### src/rtl/cheri_rvfi_trace_fifo.sv
// -----------------------------------------------------------------------------
// cheri_rvfi_trace_fifo
//
// Retirement-trace capture buffer for the CHERIoT Ibex tracing top. It samples
// the RVFI retirement stream and keeps only the records selected by a runtime
// filter mode. Each accepted record is packed into one word and queued in a
// FIFO. The FIFO drains over a valid/ready stream. Records that arrive while
// the FIFO is full are counted in a saturating drop counter. The next record
// that is queued after a drop carries a "lost" marker.
//
// Optional feature (macro CHERI_TRACE_TIMESTAMP_EN):
//   When defined, a free-running 32-bit cycle counter is placed in front of
//   each record as ts[31:0], and RecW = OrderWidth+138. When undefined there is
//   no counter and no ts field, and RecW = OrderWidth+106.
//
// Record layout, MSB to LSB:
//   {[ts], lost, trap, intr, mem_is_cap, rd_wtag, rd_addr[4:0],
//    order[OrderWidth-1:0], pc, insn, rd_wdata}
//
// Ports:
//   clk_i, rst_i         clock; asynchronous active-high reset
//   trace_en_i           capture enable (the FIFO still drains when low)
//   filter_mode_i        0 all, 1 trap/intr, 2 capability-writing, 3 off
//   rvfi_*_i             RVFI retirement fields sampled on rvfi_valid_i
//   out_valid_o/ready_i  output stream handshake
//   out_rec_o            registered head record
//   level_o              FIFO occupancy
//   drop_cnt_o/clr_i     saturating count of dropped records, and its clear
// -----------------------------------------------------------------------------
module cheri_rvfi_trace_fifo #(
    parameter int Depth      = 16,
    parameter int OrderWidth = 16,
    parameter int CntWidth   = 16,
`ifdef CHERI_TRACE_TIMESTAMP_EN
    localparam int RecW      = OrderWidth + 138,
`else
    localparam int RecW      = OrderWidth + 106,
`endif
    localparam int LvlW      = $clog2(Depth) + 1
) (
    input  logic                  clk_i,
    input  logic                  rst_i,
    input  logic                  trace_en_i,
    input  logic [1:0]            filter_mode_i,
    input  logic                  rvfi_valid_i,
    input  logic [63:0]           rvfi_order_i,
    input  logic [31:0]           rvfi_insn_i,
    input  logic                  rvfi_trap_i,
    input  logic                  rvfi_intr_i,
    input  logic [31:0]           rvfi_pc_rdata_i,
    input  logic [4:0]            rvfi_rd_addr_i,
    input  logic [31:0]           rvfi_rd_wdata_i,
    input  logic                  rvfi_rd_wtag_i,
    input  logic                  rvfi_mem_is_cap_i,
    output logic                  out_valid_o,
    input  logic                  out_ready_i,
    output logic [RecW-1:0]       out_rec_o,
    output logic [LvlW-1:0]       level_o,
    output logic [CntWidth-1:0]   drop_cnt_o,
    input  logic                  drop_clr_i
);

    localparam int AW = $clog2(Depth);

    // Pointers carry one extra wrap bit, so full and empty can be told apart.
    logic [AW:0]           wptr_q, wptr_d;
    logic [AW:0]           rptr_q, rptr_d;
    logic                  valid_q, valid_d;
    logic [AW:0]           level_q, level_d;
    logic                  lost_q, lost_d;
    logic [CntWidth-1:0]   drop_q, drop_d;
    logic [RecW-1:0]       rec_q, rec_d;
    logic [RecW-1:0]       mem_q [Depth];

    logic                  match;
    logic                  cand;
    logic                  full;
    logic                  pop;
    logic                  push;
    logic                  drop;
    logic [RecW-1:0]       new_rec;

    // Only the low OrderWidth bits of the order field are stored.
    logic                  unused_order;
    assign unused_order = ^rvfi_order_i;

`ifdef CHERI_TRACE_TIMESTAMP_EN
    logic [31:0]           ts_q, ts_d;
    assign ts_d    = ts_q + 32'd1;
    assign new_rec = {ts_q, lost_q, rvfi_trap_i, rvfi_intr_i, rvfi_mem_is_cap_i,
                      rvfi_rd_wtag_i, rvfi_rd_addr_i, rvfi_order_i[OrderWidth-1:0],
                      rvfi_pc_rdata_i, rvfi_insn_i, rvfi_rd_wdata_i};
`else
    assign new_rec = {lost_q, rvfi_trap_i, rvfi_intr_i, rvfi_mem_is_cap_i,
                      rvfi_rd_wtag_i, rvfi_rd_addr_i, rvfi_order_i[OrderWidth-1:0],
                      rvfi_pc_rdata_i, rvfi_insn_i, rvfi_rd_wdata_i};
`endif

    // NOTE: every variable in an always_comb gets a default before any
    // branch, so no path can leave it unassigned and infer a latch.
    always_comb begin
        match = 1'b0;
        unique case (filter_mode_i)
            2'd0:    match = 1'b1;
            2'd1:    match = rvfi_trap_i | rvfi_intr_i;
            2'd2:    match = rvfi_rd_wtag_i | rvfi_mem_is_cap_i;
            default: match = 1'b0;
        endcase
    end

    always_comb begin
        cand = rvfi_valid_i & trace_en_i & match;
        full = (wptr_q[AW] != rptr_q[AW]) && (wptr_q[AW-1:0] == rptr_q[AW-1:0]);
        pop  = valid_q & out_ready_i;
        // A full FIFO still accepts a record if the head leaves in the same cycle.
        push = cand & (~full | pop);
        drop = cand & full & ~pop;

        wptr_d  = wptr_q + {{AW{1'b0}}, push};
        rptr_d  = rptr_q + {{AW{1'b0}}, pop};
        level_d = wptr_d - rptr_d;
        valid_d = (wptr_d != rptr_d);

        // The next head comes from storage. The exception is when the record
        // being written now becomes the head, because it is not in mem_q yet.
        if (push && (wptr_q == rptr_d)) begin
            rec_d = new_rec;
        end else begin
            rec_d = mem_q[rptr_d[AW-1:0]];
        end

        // Only a successful push consumes the lost marker. A push and a drop
        // cannot happen together, so the marker is never cleared by mistake.
        lost_d = lost_q;
        if (push) begin
            lost_d = 1'b0;
        end else if (drop) begin
            lost_d = 1'b1;
        end

        drop_d = drop_q;
        if (drop_clr_i) begin
            drop_d = drop ? {{(CntWidth-1){1'b0}}, 1'b1} : '0;
        end else if (drop && (drop_q != {CntWidth{1'b1}})) begin
            drop_d = drop_q + {{(CntWidth-1){1'b0}}, 1'b1};
        end
    end

    // NOTE: sequential state uses non-blocking assignments, so every flop
    // samples its pre-edge inputs whatever the order of the blocks.
    always_ff @(posedge clk_i or posedge rst_i) begin
        if (rst_i) begin
            wptr_q  <= '0;
            rptr_q  <= '0;
            valid_q <= 1'b0;
            level_q <= '0;
            lost_q  <= 1'b0;
            drop_q  <= '0;
            rec_q   <= '0;
`ifdef CHERI_TRACE_TIMESTAMP_EN
            ts_q    <= '0;
`endif
        end else begin
            wptr_q  <= wptr_d;
            rptr_q  <= rptr_d;
            valid_q <= valid_d;
            level_q <= level_d;
            lost_q  <= lost_d;
            drop_q  <= drop_d;
            rec_q   <= rec_d;
`ifdef CHERI_TRACE_TIMESTAMP_EN
            ts_q    <= ts_d;
`endif
        end
    end

    // NOTE: the storage array has no reset. Its contents are only visible
    // through rec_q, which is reset. The empty pointers also keep stale
    // entries from being read.
    always_ff @(posedge clk_i) begin
        if (push) begin
            mem_q[wptr_q[AW-1:0]] <= new_rec;
        end
    end

    assign out_valid_o = valid_q;
    assign out_rec_o   = rec_q;
    assign level_o     = level_q;
    assign drop_cnt_o  = drop_q;

endmodule

### config.mk
export PLATFORM = sky130hd
export DESIGN_NAME = cheri_rvfi_trace_fifo
export DESIGN_NICKNAME = d
export VERILOG_FILES = /design/src/rtl/cheri_rvfi_trace_fifo.sv
export SDC_FILE = /design/constraint.sdc
export NUM_CORES = 2
export LEC_CHECK = 0
export ABC_CLOCK_PERIOD_IN_PS = 16100
export CAP_MARGIN = 20
export CORE_MARGIN = 4
export CORE_UTILIZATION = 36
export DETAILED_ROUTE_END_ITERATION = 10
export HOLD_SLACK_MARGIN = 0.05
export PLACE_DENSITY = 0.6
export SLEW_MARGIN = 30
export SYNTH_ARGS = -nofsm -noshare
export SYNTH_HDL_FRONTEND = slang
export SYNTH_SLANG_ARGS = --single-unit
### constraint.sdc
create_clock -name clk_i -period 16.1 [get_ports clk_i]
set_input_delay 4.83 -clock clk_i [delete_from_list [all_inputs] [get_ports clk_i]]
set_output_delay 4.83 -clock clk_i [all_outputs]
set_load 0.005 [all_outputs]
==> impl_metrics.env <==
export IMPL_outcome="completed"
export IMPL_maxSlewViolCount=0
export IMPL_cts_tree="yes"
export IMPL_coreArea_um2=221900
export IMPL_dieArea_um2=230400
export IMPL_worstPathArrival_ns=9.74
export IMPL_critical_path_max_stage_delay_ns=0.93
export IMPL_cp_common_cell="buf_4"
export IMPL_drive_gt1_share_pct=22.01
export IMPL_drc=0
export IMPL_switchingPower_mw=5.637
export IMPL_dr_pass1_iters=5
export IMPL_cts_root_buf="clkbuf_16"
export IMPL_p_comb_share_pct=36.8
export IMPL_slew_headroom_pct=28.65
export IMPL_rows=173
export IMPL_powerDensity_nw_per_um2=189.9
export IMPL_min_period_ns=9.291
export IMPL_yosysWarningCount=0
export IMPL_path_cells="clkdlybuf4s50_1 > o21bai_1 > a221oi_2 > o31ai_4 > or3_1 > nor2_4 > buf_4 > buf_4"
export IMPL_required_ns=16.55
export IMPL_finalCritPeriodShare_pct=57.71
export IMPL_p_int_mw=12.12
export IMPL_ys_flop_type="edfxtp_1"
export IMPL_hp_class="register to register"
export IMPL_fin_area_um2=93520
export IMPL_die_w_um=480.0
export IMPL_p_leak_nw=29.97
export IMPL_grt_max_degree=147
export IMPL_synth_nets=4013
export IMPL_hpwlAfterDp_um=95740
export IMPL_gp_congestion=0.6904
export IMPL_avgViaCountPerCell=5.303
export IMPL_numCtsBuffers=209
export IMPL_ctsResizeCount=0
export IMPL_synth_seq_cells=2107
export IMPL_yosys_cell_types_count=45
export IMPL_startpoint_type="primary input"
export IMPL_wl_per_cell_um=26.64
export IMPL_syn_area_per_cell_um2=20.97
export IMPL_slowest_stage="clkdlybuf4s50_1"
export IMPL_grt_pass1_vias=40770
export IMPL_critPathMaxFanout=39
export IMPL_pwr_share_seq_pct=36.7
export IMPL_track_usage_pct=16.92
export IMPL_dpl_instance_area_um2=86720
export IMPL_clkLatencyLatePin_ns=0.84
export IMPL_peakVddDrop_uv=174.4
export IMPL_clk_path_buf_depth=3
export IMPL_synth_top_area_share_pct=73.07
export IMPL_final_nets=4373
export IMPL_io_pins=321
export IMPL_grt_pass1_wl_um=285700
export IMPL_antenna_found_initial=40
export IMPL_portBuffers=272
export IMPL_initial_utilization_pct=36.16
export IMPL_postCtsHoldBufs=0
export IMPL_path_class="primary input to register"
export IMPL_chipHeight_um=480.0
export IMPL_switching_share_pct=31.74
export IMPL_yosysSeqAreaShare_pct=77.91
export IMPL_synth_edf_count=1952
export IMPL_cts_sinks=2107
export IMPL_synthArstFlopShare_pct=7.356
export IMPL_finalSetupViolCount=0
export IMPL_final_hold_viol_count=0
export IMPL_drt_iter0_drc=3628
export IMPL_grt_setup_unrepaired="false"
export IMPL_clockPowerShare_pct=26.5
export IMPL_cp_end_kind="register"
export IMPL_cts_htree_levels=4
export IMPL_area_delta_synth_final_pct=16.59
export IMPL_synth_cells=3826
export IMPL_skew_ns=0.03214
export IMPL_synth_common_cells="edfxtp_1, nand2_1, mux4_2"
export IMPL_finish_utilization_pct=42.15
export IMPL_postCtsSetupBuffers=0
export IMPL_clk_pin_slew_ns=0.06
export IMPL_worst_pin_slew_ns=1.070
export IMPL_cap_violations=0
export IMPL_syn_area_um2=80220
export IMPL_fmax_mhz=107.6
export IMPL_critical_path_top_delay_family="buffers and inverters"
export IMPL_critPathBufInv=3
export IMPL_overflow=0
export IMPL_synth_top_area_cell="edfxtp_1"
export IMPL_vias=39040
export IMPL_yosys_top_cells_area="edfxtp_1, mux4_2, dfrtp_1"
export IMPL_finalWirelength_um=196100
export IMPL_synth_most_common_cell="edfxtp_1"
export IMPL_postRouteAntennaNets=0
[power groups by stage]
stage,logic [mW],clock network (mW),registers (mW)
floorplan,4.49,0,6.61
detailed placement,6.61,0,6.63
global placement,6.62,0,6.63
finish,6.53,4.71,6.51
global route,7.12,5.06,6.54
CTS,6.64,4.83,6.52
[through the flow]
| stage | power (mW) | cells | hold WS [ns] | setup TNS, ns | worst slack (ns) |
|---|---|---|---|---|---|
| after floorplan | 11.10 | 3826 | 0.5043 | -941.28 | -2.894 |
| after global placement | 13.25 | 6944 | 0.5257 | 0 | 5.733 |
| after detailed placement | 13.24 | 6945 | 0.5306 | 0 | 5.728 |
| after CTS | 17.99 | 7336 | 0.5412 | 0 | 6.628 |
| after global routing | 18.72 | 7345 | 0.5682 | 0 | 6.618 |
| final | 17.76 | 7362 | 0.5404 | 0 | 6.809 |
[layout make-up]
cell class              count  area (um^2)
well taps                2975         3722
fillers                 19230       128300
clock buffers             306         5787
clock inverters            85        809.5
repair buffers            363         3637
diodes                     21        52.55
inverters                  11        61.31
flip-flops and latches   2107        62490
multi-input cells        1494        16960
[placed cells by master, fill, tap and decap left out, types with 6 or more instances in the layout]
cell / Yosys / layout
buf_12: 0 / 9
nand4_1: 6 / 6
o31ai_1: 12 / 11
and3_1: 124 / 123
bufinv_16: 0 / 11
a21oi_1: 15 / 15
clkinv_2: 0 / 31
clkbuf_1: 110 / 80
inv_6: 0 / 6
clkinv_1: 1 / 26
ha_1: 9 / 7
clkbuf_16: 0 / 211
dfrtp_1: 155 / 155
inv_1: 10 / 8
nand3_1: 13 / 13
clkbuf_8: 0 / 15
edfxtp_1: 1952 / 1952
buf_4: 0 / 72
nand2_1: 500 / 500
mux2_2: 68 / 68
xnor2_1: 16 / 16
a31oi_1: 122 / 122
mux2_1: 55 / 55
or4_1: 11 / 11
clkdlybuf4s50_1: 0 / 272
mux4_2: 488 / 488
nor2_1: 9 / 6
diode_2: 0 / 21
[metal layers]
metal	up-vias	global-route usage (%)	wire, um
met4	16	3.627	3565
met2	1184	27.64	95440
met5	-	0	110
li1	16380	-	-
met1	21200	23.25	83290
met3	267	3.969	13690
[cells by family (layout without fill, tap and decap cells)]
family / after synthesis / in the layout / share of synthesized area (%)
other: 0 / 21 / 0
AND/OR/NAND/NOR: 692 / 692 / 3.831
multiplexers: 612 / 612 / 15.44
AO/OA/AOI/OAI: 159 / 159 / 1.252
buffers and inverters: 225 / 765 / 1.165
adder cells (fa/ha/maj): 10 / 10 / 0.1653
flip-flops: 2107 / 2107 / 77.91
XOR/XNOR: 21 / 21 / 0.2386
[path summary, 6_finish.rpt]
kind / startpoint / endpoint / slack (ns) / depth (start not counted)
max reg2reg: out_valid_o / out_rec_o[49] / 10.99 / 11
min reg2reg: rptr_q[4] / rptr_q[4] / 0.54 / 1
max: rvfi_intr_i / mem_q[2][53] / 6.81 / 8
min: rptr_q[4] / rptr_q[4] / 0.54 / 1
min in group asynchronous: rst_i / out_rec_o[65] / 4.48 / 2
max in group asynchronous: rst_i / out_rec_o[70] / 10.34 / 3
[registers in the layout, indices dropped and copies added (netlist names)]
signal and flops:
out_valid_o 1, lost_q 1, level_o 5, drop_cnt_o 16, mem_q 1952, rptr_q 5, wptr_q 5, out_rec_o 122
(Power assumes the default switching activity.)
